[config.mk]
export PLATFORM = sky130hd
export DESIGN_NAME = rbs_seq_ctrl
export DESIGN_NICKNAME = d
export VERILOG_FILES = /design/src/rtl/rbs_pkg.sv /design/src/rtl/rbs_slice8.sv /design/src/rtl/rbs_seq_ctrl.sv
export SDC_FILE = /design/constraint.sdc
export NUM_CORES = 1
export LEC_CHECK = 0
export BUFFER_PORTS_ARGS = -buffer_cell sky130_fd_sc_hd__buf_4
export CAP_MARGIN = 20
export CORE_UTILIZATION = 50
export CTS_CLUSTER_DIAMETER = 100
export CTS_CLUSTER_SIZE = 10
export DETAILED_ROUTE_END_ITERATION = 8
export GPL_ROUTABILITY_DRIVEN = 0
export MAX_ROUTING_LAYER = met4
export PLACE_DENSITY = 0.74
export SLEW_MARGIN = 10
export SYNTH_ARGS = -nofsm -noshare
export SYNTH_HDL_FRONTEND = slang
export SYNTH_SLANG_ARGS = --single-unit
export TNS_END_PERCENT = 30
[constraint.sdc]
create_clock -name clk -period 6.4 [get_ports clk]
set_input_delay 0.64 -clock clk [delete_from_list [all_inputs] [get_ports clk]]
set_output_delay 0.64 -clock clk [all_outputs]
set_load 0.01 [all_outputs]
[src/rtl/rbs_pkg.sv]
// rbs_pkg: shared state encoding, slice width and index sizing for the subtract sequencer
package rbs_pkg;

   typedef enum logic [1:0] {
      IDLE = 2'd0,
      RUN  = 2'd1,
      DONE = 2'd2
   } rbs_state_e;

   localparam int SLICE_W = 8;

   function automatic int idx_w(input int words);
      return (words > 1) ? $clog2(words) : 1;
   endfunction

endpackage

[src/rtl/rbs_slice8.sv]
// rbs_slice8: combinational 8-bit ripple-borrow subtract slice built from full-subtractor cells
module rbs_slice8 (
   input  logic [7:0] x,
   input  logic [7:0] y,
   input  logic       bi,
   output logic [7:0] d,
   output logic       bo
);

   logic [8:0] c;

   assign c[0] = bi;

   for (genvar i = 0; i < 8; i++) begin : g_fs
      assign d[i]   = x[i] ^ y[i] ^ c[i];
      assign c[i+1] = (~x[i] & y[i]) | (~(x[i] ^ y[i]) & c[i]);
   end

   assign bo = c[8];

endmodule

[src/rtl/rbs_seq_ctrl.sv]
// rbs_seq_ctrl: multi-precision A - B - bin sequencer, one byte per cycle through a shared slice
module rbs_seq_ctrl
   import rbs_pkg::*;
#(
   parameter int WORDS = 4
) (
   input  logic                 clk,
   input  logic                 rst,
   input  logic                 start_valid,
   output logic                 start_ready,
   input  logic [WORDS*8-1:0]   a,
   input  logic [WORDS*8-1:0]   b,
   input  logic                 bin,
   output logic                 res_valid,
   input  logic                 res_ready,
   output logic [WORDS*8-1:0]   difference,
   output logic                 borrow,
   output logic                 busy
);

   localparam int IW = idx_w(WORDS);

   rbs_state_e          state;
   logic [IW-1:0]       idx;
   logic [WORDS*8-1:0]  a_reg;
   logic [WORDS*8-1:0]  b_reg;
   logic [WORDS*8-1:0]  diff_q;
   logic                borrow_reg;
   logic                borrow_q;
   logic [SLICE_W-1:0]  sx;
   logic [SLICE_W-1:0]  sy;
   logic [SLICE_W-1:0]  sd;
   logic                sbo;
   logic                last;

   assign sx          = a_reg[idx*SLICE_W +: SLICE_W];
   assign sy          = b_reg[idx*SLICE_W +: SLICE_W];
   assign last        = idx == IW'(WORDS - 1);
   assign start_ready = (state == IDLE) && !rst;
   assign res_valid   = state == DONE;
   assign busy        = state != IDLE;
   assign difference  = diff_q;
   assign borrow      = borrow_q;

   rbs_slice8 u_slice (
      .x  (sx),
      .y  (sy),
      .bi (borrow_reg),
      .d  (sd),
      .bo (sbo)
   );

   // sequence: latch operands, walk bytes LSB first chaining the borrow, hold result until taken
   always_ff @(posedge clk or posedge rst) begin
      if (rst) begin
         state      <= IDLE;
         idx        <= '0;
         a_reg      <= '0;
         b_reg      <= '0;
         diff_q     <= '0;
         borrow_reg <= 1'b0;
         borrow_q   <= 1'b0;
      end else begin
         case (state)
            IDLE: if (start_valid) begin
               a_reg      <= a;
               b_reg      <= b;
               borrow_reg <= bin;
               idx        <= '0;
               diff_q     <= '0;
               state      <= RUN;
            end
            RUN: begin
               diff_q[idx*SLICE_W +: SLICE_W] <= sd;
               borrow_reg                     <= sbo;
               if (last) begin
                  borrow_q <= sbo;
                  state    <= DONE;
               end else begin
                  idx <= idx + 1'b1;
               end
            end
            DONE: if (res_ready) state <= IDLE;
            default: state <= IDLE;
         endcase
      end
   end

endmodule

After elaboration in Yosys (flattened, before gate mapping):

Index checks and enable logic that the tools add are counted.
W data, S select, Z words.

* latch bits: 0
* bits in writable memories: 0
* register bits: 102
* ROM bits: 0
* word-level logic and storage cells: 98
* bits of input ports: 69
* memories: 0

* $mul: 0
* mux-type cells: 12
* reductions and logical operators: 10
* equal/unequal tests: 7
* shift operators: 4
* bitwise gates (word level): 56
* $add $sub $neg: 2
* order comparisons: 0
* div/mod/pow operators: 0

Operators with widths (count)
* $pmux W32 S2: 1
* $shiftx A32 B6 Y8: 2
* $neg A5 Y34: 1
* $shift A8 B34 Y32 const A: 1
* $shiftx A8 B34 Y32: 1
* $bwmux W32: 1
* $mux W32: 1
* $and A1 B1 Y1: 16
* $not A1 Y1: 16
* $xor A1 B1 Y1: 16
* $mux W2: 5
* $or A1 B1 Y1: 8
* $ne A2 B2 Y1 const B: 3
* $pmux W2 S3: 1
* $reduce_and A2 Y1: 3
* $reduce_and A3 Y1: 2
* $eq A2 B2 Y1 const B: 2
* $pmux W2 S2: 1
* $reduce_bool A2 Y1: 2
* $add A2 B1 Y2 const B: 1
* $eq A2 B1 Y1 const B: 1
* $logic_not A2 Y1: 1
* $ne A2 B1 Y1 const B: 1
* $pmux W1 S2: 1
* 3 further kinds: 3

Longest topological paths before layout:

Gate-level depths: netlist (run 1).

* depth after elaboration: 21
* depth in mapped cells: 15

By module:

Synthesis (run 1) repeated with hierarchy kept, for this count alone.

* cells, all modules: 299
* area, all modules: 4603.2 um^2

Modules (own cells, without submodules)
* rbs_seq_ctrl: area an instance 4375.4 um^2, cells an instance 273, times used 1
* rbs_slice8: area an instance 227.7 um^2, cells an instance 26, times used 1

Worst setup path before layout (run 1):

No wires, ideal clock.

* path kind: register -> register
* start: register idx[0]
* end: register diff_q[7], in the netlist difference[7]
* setup slack: 2.001 ns
* stages on the path, launching flop included: 14
* arrival time: 4.333 ns
* data required time: 6.334 ns
* cells stage by stage: dfrtp_1 > buf_4 > buf_4 > mux4_2 > fa_1 > fa_1 > fa_1 > fa_1 > fa_1 > fa_1 > inv_1 > fa_1 > inv_1 > a22o_1

* cells in the longest elaborated chain, start to end: 21
* elaborated cells on any way between the ends: 58
* classes of those cells: add/sub: 1; shift: 4; mux: 2; bitwise: 51

RTL lines
* start: declaration: RTL line rbs_seq_ctrl.sv:24 `logic [IW-1:0] idx;`
* start signal: assignment: RTL line rbs_seq_ctrl.sv:80 `idx <= idx + 1'b1;`
* $shiftx A32 B6 Y8, on equally long branches: RTL line rbs_seq_ctrl.sv:36, rbs_seq_ctrl.sv:37
* $xor A1 B1 Y1: RTL line rbs_slice8.sv:15, rbs_slice8.sv:16
* $not A1 Y1: RTL line rbs_slice8.sv:16 `assign c[i+1] = (~x[i] & y[i]) | (~(x[i] ^ y[i]) & c[i]);`
* $and A1 B1 Y1: RTL line rbs_slice8.sv:16
* $or A1 B1 Y1: RTL line rbs_slice8.sv:16
* $and A1 B1 Y1: RTL line rbs_slice8.sv:16
* $or A1 B1 Y1: RTL line rbs_slice8.sv:16
* $and A1 B1 Y1: RTL line rbs_slice8.sv:16
* [5 not listed]
* $and A1 B1 Y1: RTL line rbs_slice8.sv:16
* $or A1 B1 Y1: RTL line rbs_slice8.sv:16
* $and A1 B1 Y1: RTL line rbs_slice8.sv:16
* $or A1 B1 Y1: RTL line rbs_slice8.sv:16
* $xor A1 B1 Y1: RTL line rbs_slice8.sv:15 `assign d[i] = x[i] ^ y[i] ^ c[i];`
* $shiftx A8 B34 Y32: RTL line rbs_seq_ctrl.sv:74 `diff_q[idx*SLICE_W +: SLICE_W] <= sd;`
* $bwmux W32 *: RTL line rbs_seq_ctrl.sv:74
* $pmux W32 S2 *: RTL line rbs_seq_ctrl.sv:64 `case (state)`
* end signal: assignment: RTL line rbs_seq_ctrl.sv:60 `diff_q <= '0;`
* end signal: assignment: RTL line rbs_seq_ctrl.sv:70 `diff_q <= '0;`
* end signal: indexed assignment: RTL line rbs_seq_ctrl.sv:74
* end: declaration: RTL line rbs_seq_ctrl.sv:27 `logic [WORDS*8-1:0] diff_q;`

Every way passes the cells marked *; elsewhere a longest branch is shown, timed or not.
A chain may end at the register's enable or synchronous reset.

Final worst setup path (run 1):

* start: register idx[0]
* end: register diff_q[31], in the netlist difference[31]

Same word-level chain as after synthesis.

==> results of run 1 <==
power groups by stage:
stage          Combinational [W]  Clock (W)  Sequential, W
2_1_floorplan            0.00130          0        0.00108
4_1_cts                  0.00168   0.000390        0.00116
5_1_grt                  0.00181   0.000414        0.00120
3_5_place_dp             0.00167          0        0.00117
6_report                 0.00165   0.000380        0.00116
3_3_place_gp             0.00162          0        0.00116
worst reg2reg max path, cell delays in order, from the launching register on:
cell and delay, ns:
dfrtp_1 0.82, mux4_2 0.59, inv_1 0.09, fa_1 0.16, inv_1 0.05, fa_1 0.38, fa_1 0.40, fa_1 0.39
fa_1 0.41, fa_1 0.41, fa_1 0.38, inv_1 0.08, fa_1 0.40, inv_1 0.11, a22o_1 0.14
cell usage in the layout, fill, tap and decap left out, drive strengths merged:
| master | n |
|---|---|
| a21o | 4 |
| a21oi | 2 |
| a22o | 35 |
| and3 | 1 |
| and3b | 1 |
| buf | 107 |
| clkbuf | 9 |
| clkinv | 2 |
| clkinvlp | 2 |
| dfrtp | 102 |
| fa | 8 |
| ha | 4 |
| inv | 19 |
| mux2 | 65 |
| mux4 | 16 |
| nand2 | 6 |
| nand2b | 4 |
| nand3 | 2 |
| nor2 | 5 |
| nor2b | 2 |
| nor3 | 1 |
| nor4 | 1 |
| o21ai | 3 |
| o21bai | 1 |
| or2 | 1 |
| or3b | 1 |
final cells by class:
type | count | area (um2)
clock buffer | 9 | 124
clock inverter | 7 | 55.1
sequential | 102 | 2550
timing repair buffer | 107 | 803
fill | 701 | 3490
tap | 129 | 161
multi-input combinational | 163 | 2070
inverter | 16 | 62.6
layer usage:
metal | vias to the layer above | part of all wire | global-route usage
met1 | 1477 | 0.47 | 0.314
li1 | 1289 | - | -
met5 | - | 0 | -
met3 | 12 | 0.038 | 0.0251
met2 | 94 | 0.47 | 0.319
met4 | 0 | 0.016 | 0.0836
final timing paths:
check,startpoint,end,slack [ns],cells after the start
max,idx[0],difference[31],1.53,14
min,rst,state[1],0.33,2
max reg2reg,idx[0],difference[31],1.53,14
min reg2reg,b_reg[15],b_reg[15],0.51,1
max in group asynchronous,rst,a_reg[16],4.97,3
min in group clk,a[29],a_reg[29],0.49,2
stage by stage:
step	instance area [um2]	hold slack (ns)	instances	total power (W)	setup slack, ns
after detailed placement	5650	0.493	517	0.00284	1.53
after global routing	5830	0.385	533	0.00343	1.27
after global placement	5650	0.488	517	0.00279	1.62
after floorplan	4840	0.476	294	0.00239	2.00
final	5830	0.327	533	0.00319	1.53
after CTS	5830	0.345	533	0.00323	1.49
cells by family (layout without fill, tap and decap cells):
logic type      Yosys count  count (layout)  synth area share
fa+ha+maj                12              12            0.0434
flops                   102             102             0.527
mux                      81              81             0.272
simple gates             25              25            0.0367
buf+inv                  29             139            0.0449
compound gates           45              45            0.0762
==> qor.csv, run 1 <==
stage,metric,value,unit
timing,period_needed,4.87,ns
synth,synth_seq_cells,102,
clock_network,cts_buffer_depth,2,
power,peakVddDrop,0.000230,V
setup_path,endpoint_kind,flop,
hold_path,hold_path_class,in -> async,
routing,via_count,2872,
routing,avgViaCountPerCell,5.39,
clock_network,clk_latency,0.37,ns
floorplanning,rows,35,
power,cellLeakagePower,2.84,nW
synth,synthCells,294,
timing,finalHoldViolations,0,
floorplanning,die_h,100,um
job,maxCapViolCount,0,
power,power_frac_seq,0.363,
synth,synthesis.nets,375,
timing,drv_slew,0,
power,clkPwrFrac,0.119,
setup_path,cp_data_required_time,6.70,ns
global_routing,grt_usage,0.218,
floorplanning,initial_core_util,0.519,
synth,synth_area_leader_cell,dfrtp_1,
synth,postSynth.asyncResetShare,1.00,
synth,synth_top_area_frac,0.527,
synth,synth_common_cells,"dfrtp_1, mux2_4, a22o_1, inv_1, mux4_2",
clock_network,htreeDepth,3,
synth,ys.flop_type,dfrtp_1,
power,netSwitchingFraction,0.378,
synth,synth_most_common_cell,dfrtp_1,
clock_network,post-cts-setup-buffers,0,
global_routing,grt_max_degree,62,
timing,max_freq,205,MHz
setup_path,crit_type,reg -> reg,
setup_path,path_delay_family,adder cells,
clock_network,hold_buffers,0,
timing,maxSlewHeadroom,0.286,
routing,drtIter0Drc,121,
setup_path,slowest_delay,0.82,ns
timing,clock_skew,0.0139,ns
synth,synth_edf_count,0,
place,hpwl,7.23,mm
setup_path,cp_slowest_cell,dfrtp_1,
timing,period_share,0.761,
clock_network,cts_tree,built,
clock_network,numClockSinks,102,
setup_path,crit_top_cell,fa_1,
routing,drt_pass1_iterations,4,
floorplanning,placeableCoreArea,9330,um2
finish,final_core_util,0.625,
power,power_per_cell_area,547,nW/um2
global_routing,grt_pass1_vias,2996,
synth,synthesis.area,4840,um2
setup_path,worstPathArrival,5.17,ns
setup_path,crit_fanout,16,
clock_network,clk_pin_slew_worst_paths,0.11,ns
finish,drive_gt1_frac,0.520,
setup_path,crit_buf_inv,4,
synth,ys_types,29,
power,p_int,0.00199,W
timing,finalSetupViolations,0,
routing,drc,0,
timing,tightest_slew,1.07,ns
place,io_buffers,104,
timing,rsz0062_at_grt,false,
synth,synth.area.top_cells,"dfrtp_1, mux2_4, mux4_2, a22o_1, fa_1",
global_routing,antenna_found_initial,0,
outcome,status,"finished, final reports clean",
floorplanning,pin_count,105,
clock_network,post_cts_resized,0,
setup_path,critical_path.cell_chain,"mux4_2, inv_1, fa_1, inv_1, fa_1, fa_1, fa_1, fa_1, fa_1, fa_1, inv_1, fa_1, inv_1, a22o_1",
setup_path,start_kind,flop,
synth,yosys_warnings,0,
clock_network,numCtsBuffers,9,
finish,insertedDiodeCount,0,
synth,synth_area_per_cell,16.5,um2
timing,fin_setup_tns,0,ns
floorplanning,die_w,100,um
power,switching_power,0.00120,W
routing,routed_wl,9.72,mm
global_routing,overflow,0,
floorplanning,die_area,10100,um2
finish,final_nets,480,
synth,yosysSeqAreaShare,0.527,
routing,detail-route-antenna-nets,0,
routing,routedWlPerCell,18.2,um
global_routing,grt_pass1_wl,16.0,mm
finish,area_growth,20.4,%
clock_network,clockRootBuffer,clkbuf_8,
power,p_comb_frac,0.518,
Note: power is estimated with default switching activity, not from simulation.
==> inputs of run 2 (changes only) <==
clock period = 4.6 ns   (was 6.4 ns; I/O delays follow)
==> qor.csv, run 2 (synthesis results as in run 1) <==
stage,metric,value,unit
setup_path,slowest_delay,0.55,ns
finish,final_nets,484,
timing,period_needed,4.39,ns
finish,area_growth,21.7,%
finish,fin_cells,537,
routing,drt_pass1_iterations,4,
floorplanning,pin_count,105,
floorplanning,initial_core_util,0.519,
floorplanning,die_h,100,um
global_routing,grt_pass1_vias,2826,
setup_path,crit_top_cell,fa_1,
floorplanning,rows,35,
global_routing,overflow,0,
hold_path,hold_path_class,in -> async,
clock_network,numCtsBuffers,9,
timing,fin_setup_tns,0,ns
setup_path,worstPathArrival,4.72,ns
routing,via_count,2815,
timing,max_freq,228,MHz
clock_network,clk_pin_slew_worst_paths,0.11,ns
timing,finalSetupViolations,0,
clock_network,numClockSinks,102,
floorplanning,die_w,100,um
finish,drive_gt1_frac,0.525,
power,cellLeakagePower,2.88,nW
global_routing,grt_usage,0.210,
timing,clock_skew,0.0160,ns
clock_network,clockRootBuffer,clkbuf_8,
timing,drv_slew,0,
place,hpwl,7.07,mm
clock_network,clk_latency,0.38,ns
floorplanning,placeableCoreArea,9330,um2
finish,layout_commonest_cell,buf_4,
clock_network,cts_buffer_depth,2,
setup_path,crit_type,reg -> reg,
clock_network,hold_buffers,0,
job,maxCapViolCount,0,
setup_path,cp_data_required_time,4.92,ns
setup_path,crit_fanout,11,
timing,finalHoldViolations,0,
routing,drtIter0Drc,145,
finish,insertedDiodeCount,0,
clock_network,post_cts_resized,0,
global_routing,grt_pass1_wl,15.2,mm
global_routing,grt_max_degree,57,
routing,avgViaCountPerCell,5.24,
routing,routed_wl,9.58,mm
timing,period_share,0.955,
clock_network,cts_tree,built,
finish,final_cell_mix,"buf_4, dfrtp_1, mux2_4",
setup_path,start_kind,flop,
power,peakVddDrop,0.000395,V
outcome,status,"finished, final reports clean",
global_routing,antenna_found_initial,0,
clock_network,post-cts-setup-buffers,0,
clock_network,htreeDepth,3,
routing,drc,0,
floorplanning,die_area,10100,um2
power,power_per_cell_area,765,nW/um2
routing,routedWlPerCell,17.8,um
setup_path,cp_slowest_cell,mux4_2,
timing,maxSlewHeadroom,0.549,
setup_path,endpoint_kind,flop,
place,place_inst,521,
setup_path,critical_path.cell_chain,"buf_4, mux4_2, fa_1, fa_1, fa_1, fa_1, fa_1, fa_1, inv_1, fa_1, inv_1, a22o_1",
timing,tightest_slew,0.676,ns
place,io_buffers,104,
timing,rsz0062_at_grt,false,
routing,detail-route-antenna-nets,0,
run 2: final timing paths:
check / cells past startpoint / slack [ns] / startpoint / endpoint
max: 12 / 0.21 / idx[0] / difference[7]
min: 2 / 0.14 / rst / state[0]
max reg2reg: 12 / 0.21 / idx[0] / difference[7]
min reg2reg: 1 / 0.51 / difference[18] / difference[18]
max in group asynchronous: 3 / 3.37 / rst / a_reg[26]
min in group clk: 2 / 0.30 / b[11] / b_reg[11]
run 2: layout make-up:
| class | count | area (um2) |
|---|---|---|
| multi-input cells | 163 | 2070 |
| inverters | 16 | 62.6 |
| fillers | 694 | 3430 |
| clock buffers | 9 | 124 |
| flip-flops and latches | 102 | 2550 |
| clock inverters | 7 | 88.8 |
| well taps | 129 | 161 |
| repair buffers | 111 | 833 |
run 2: stage by stage:
step	utilization	hold slack [ns]	setup slack (ns)	area, um2	total power [W]
final	0.632	0.136	0.206	5900	0.00451
after global routing	0.632	0.193	0.0228	5900	0.00481
after CTS	0.632	0.154	0.177	5900	0.00455
after detailed placement	0.609	0.490	0.212	5680	0.00395
after global placement	0.609	0.486	0.304	5680	0.00389
after floorplan	-	0.476	0.201	4840	0.00332
run 2: layer usage:
metal	GRT usage	wire, um	up-vias
li1	-	-	1300
met1	0.307	4670	1424
met2	0.295	4400	81
met3	0.0487	391	10
met4	0.0602	116	0
met5	-	0	-
run 2: power by group:
part | leakage, nW | internal (W) | switching (W) | total, W
Clock | 0.104 | 0.000264 | 0.000335 | 0.000599
Sequential | 1.27 | 0.00129 | 0.000261 | 0.00155
Combinational | 1.50 | 0.00127 | 0.00109 | 0.00236
Total | 2.88 | 0.00282 | 0.00169 | 0.00451
run 2: critical path: cells and delay by family, from the launching register on:
| kind | cells | cell delay, ns |
|---|---|---|
| multiplexers | 1 | 0.55 |
| buffers and inverters | 3 | 0.45 |
| AO/OA/AOI/OAI | 1 | 0.14 |
| flip-flops | 1 | 0.39 |
| adder cells (fa/ha/maj) | 7 | 2.81 |
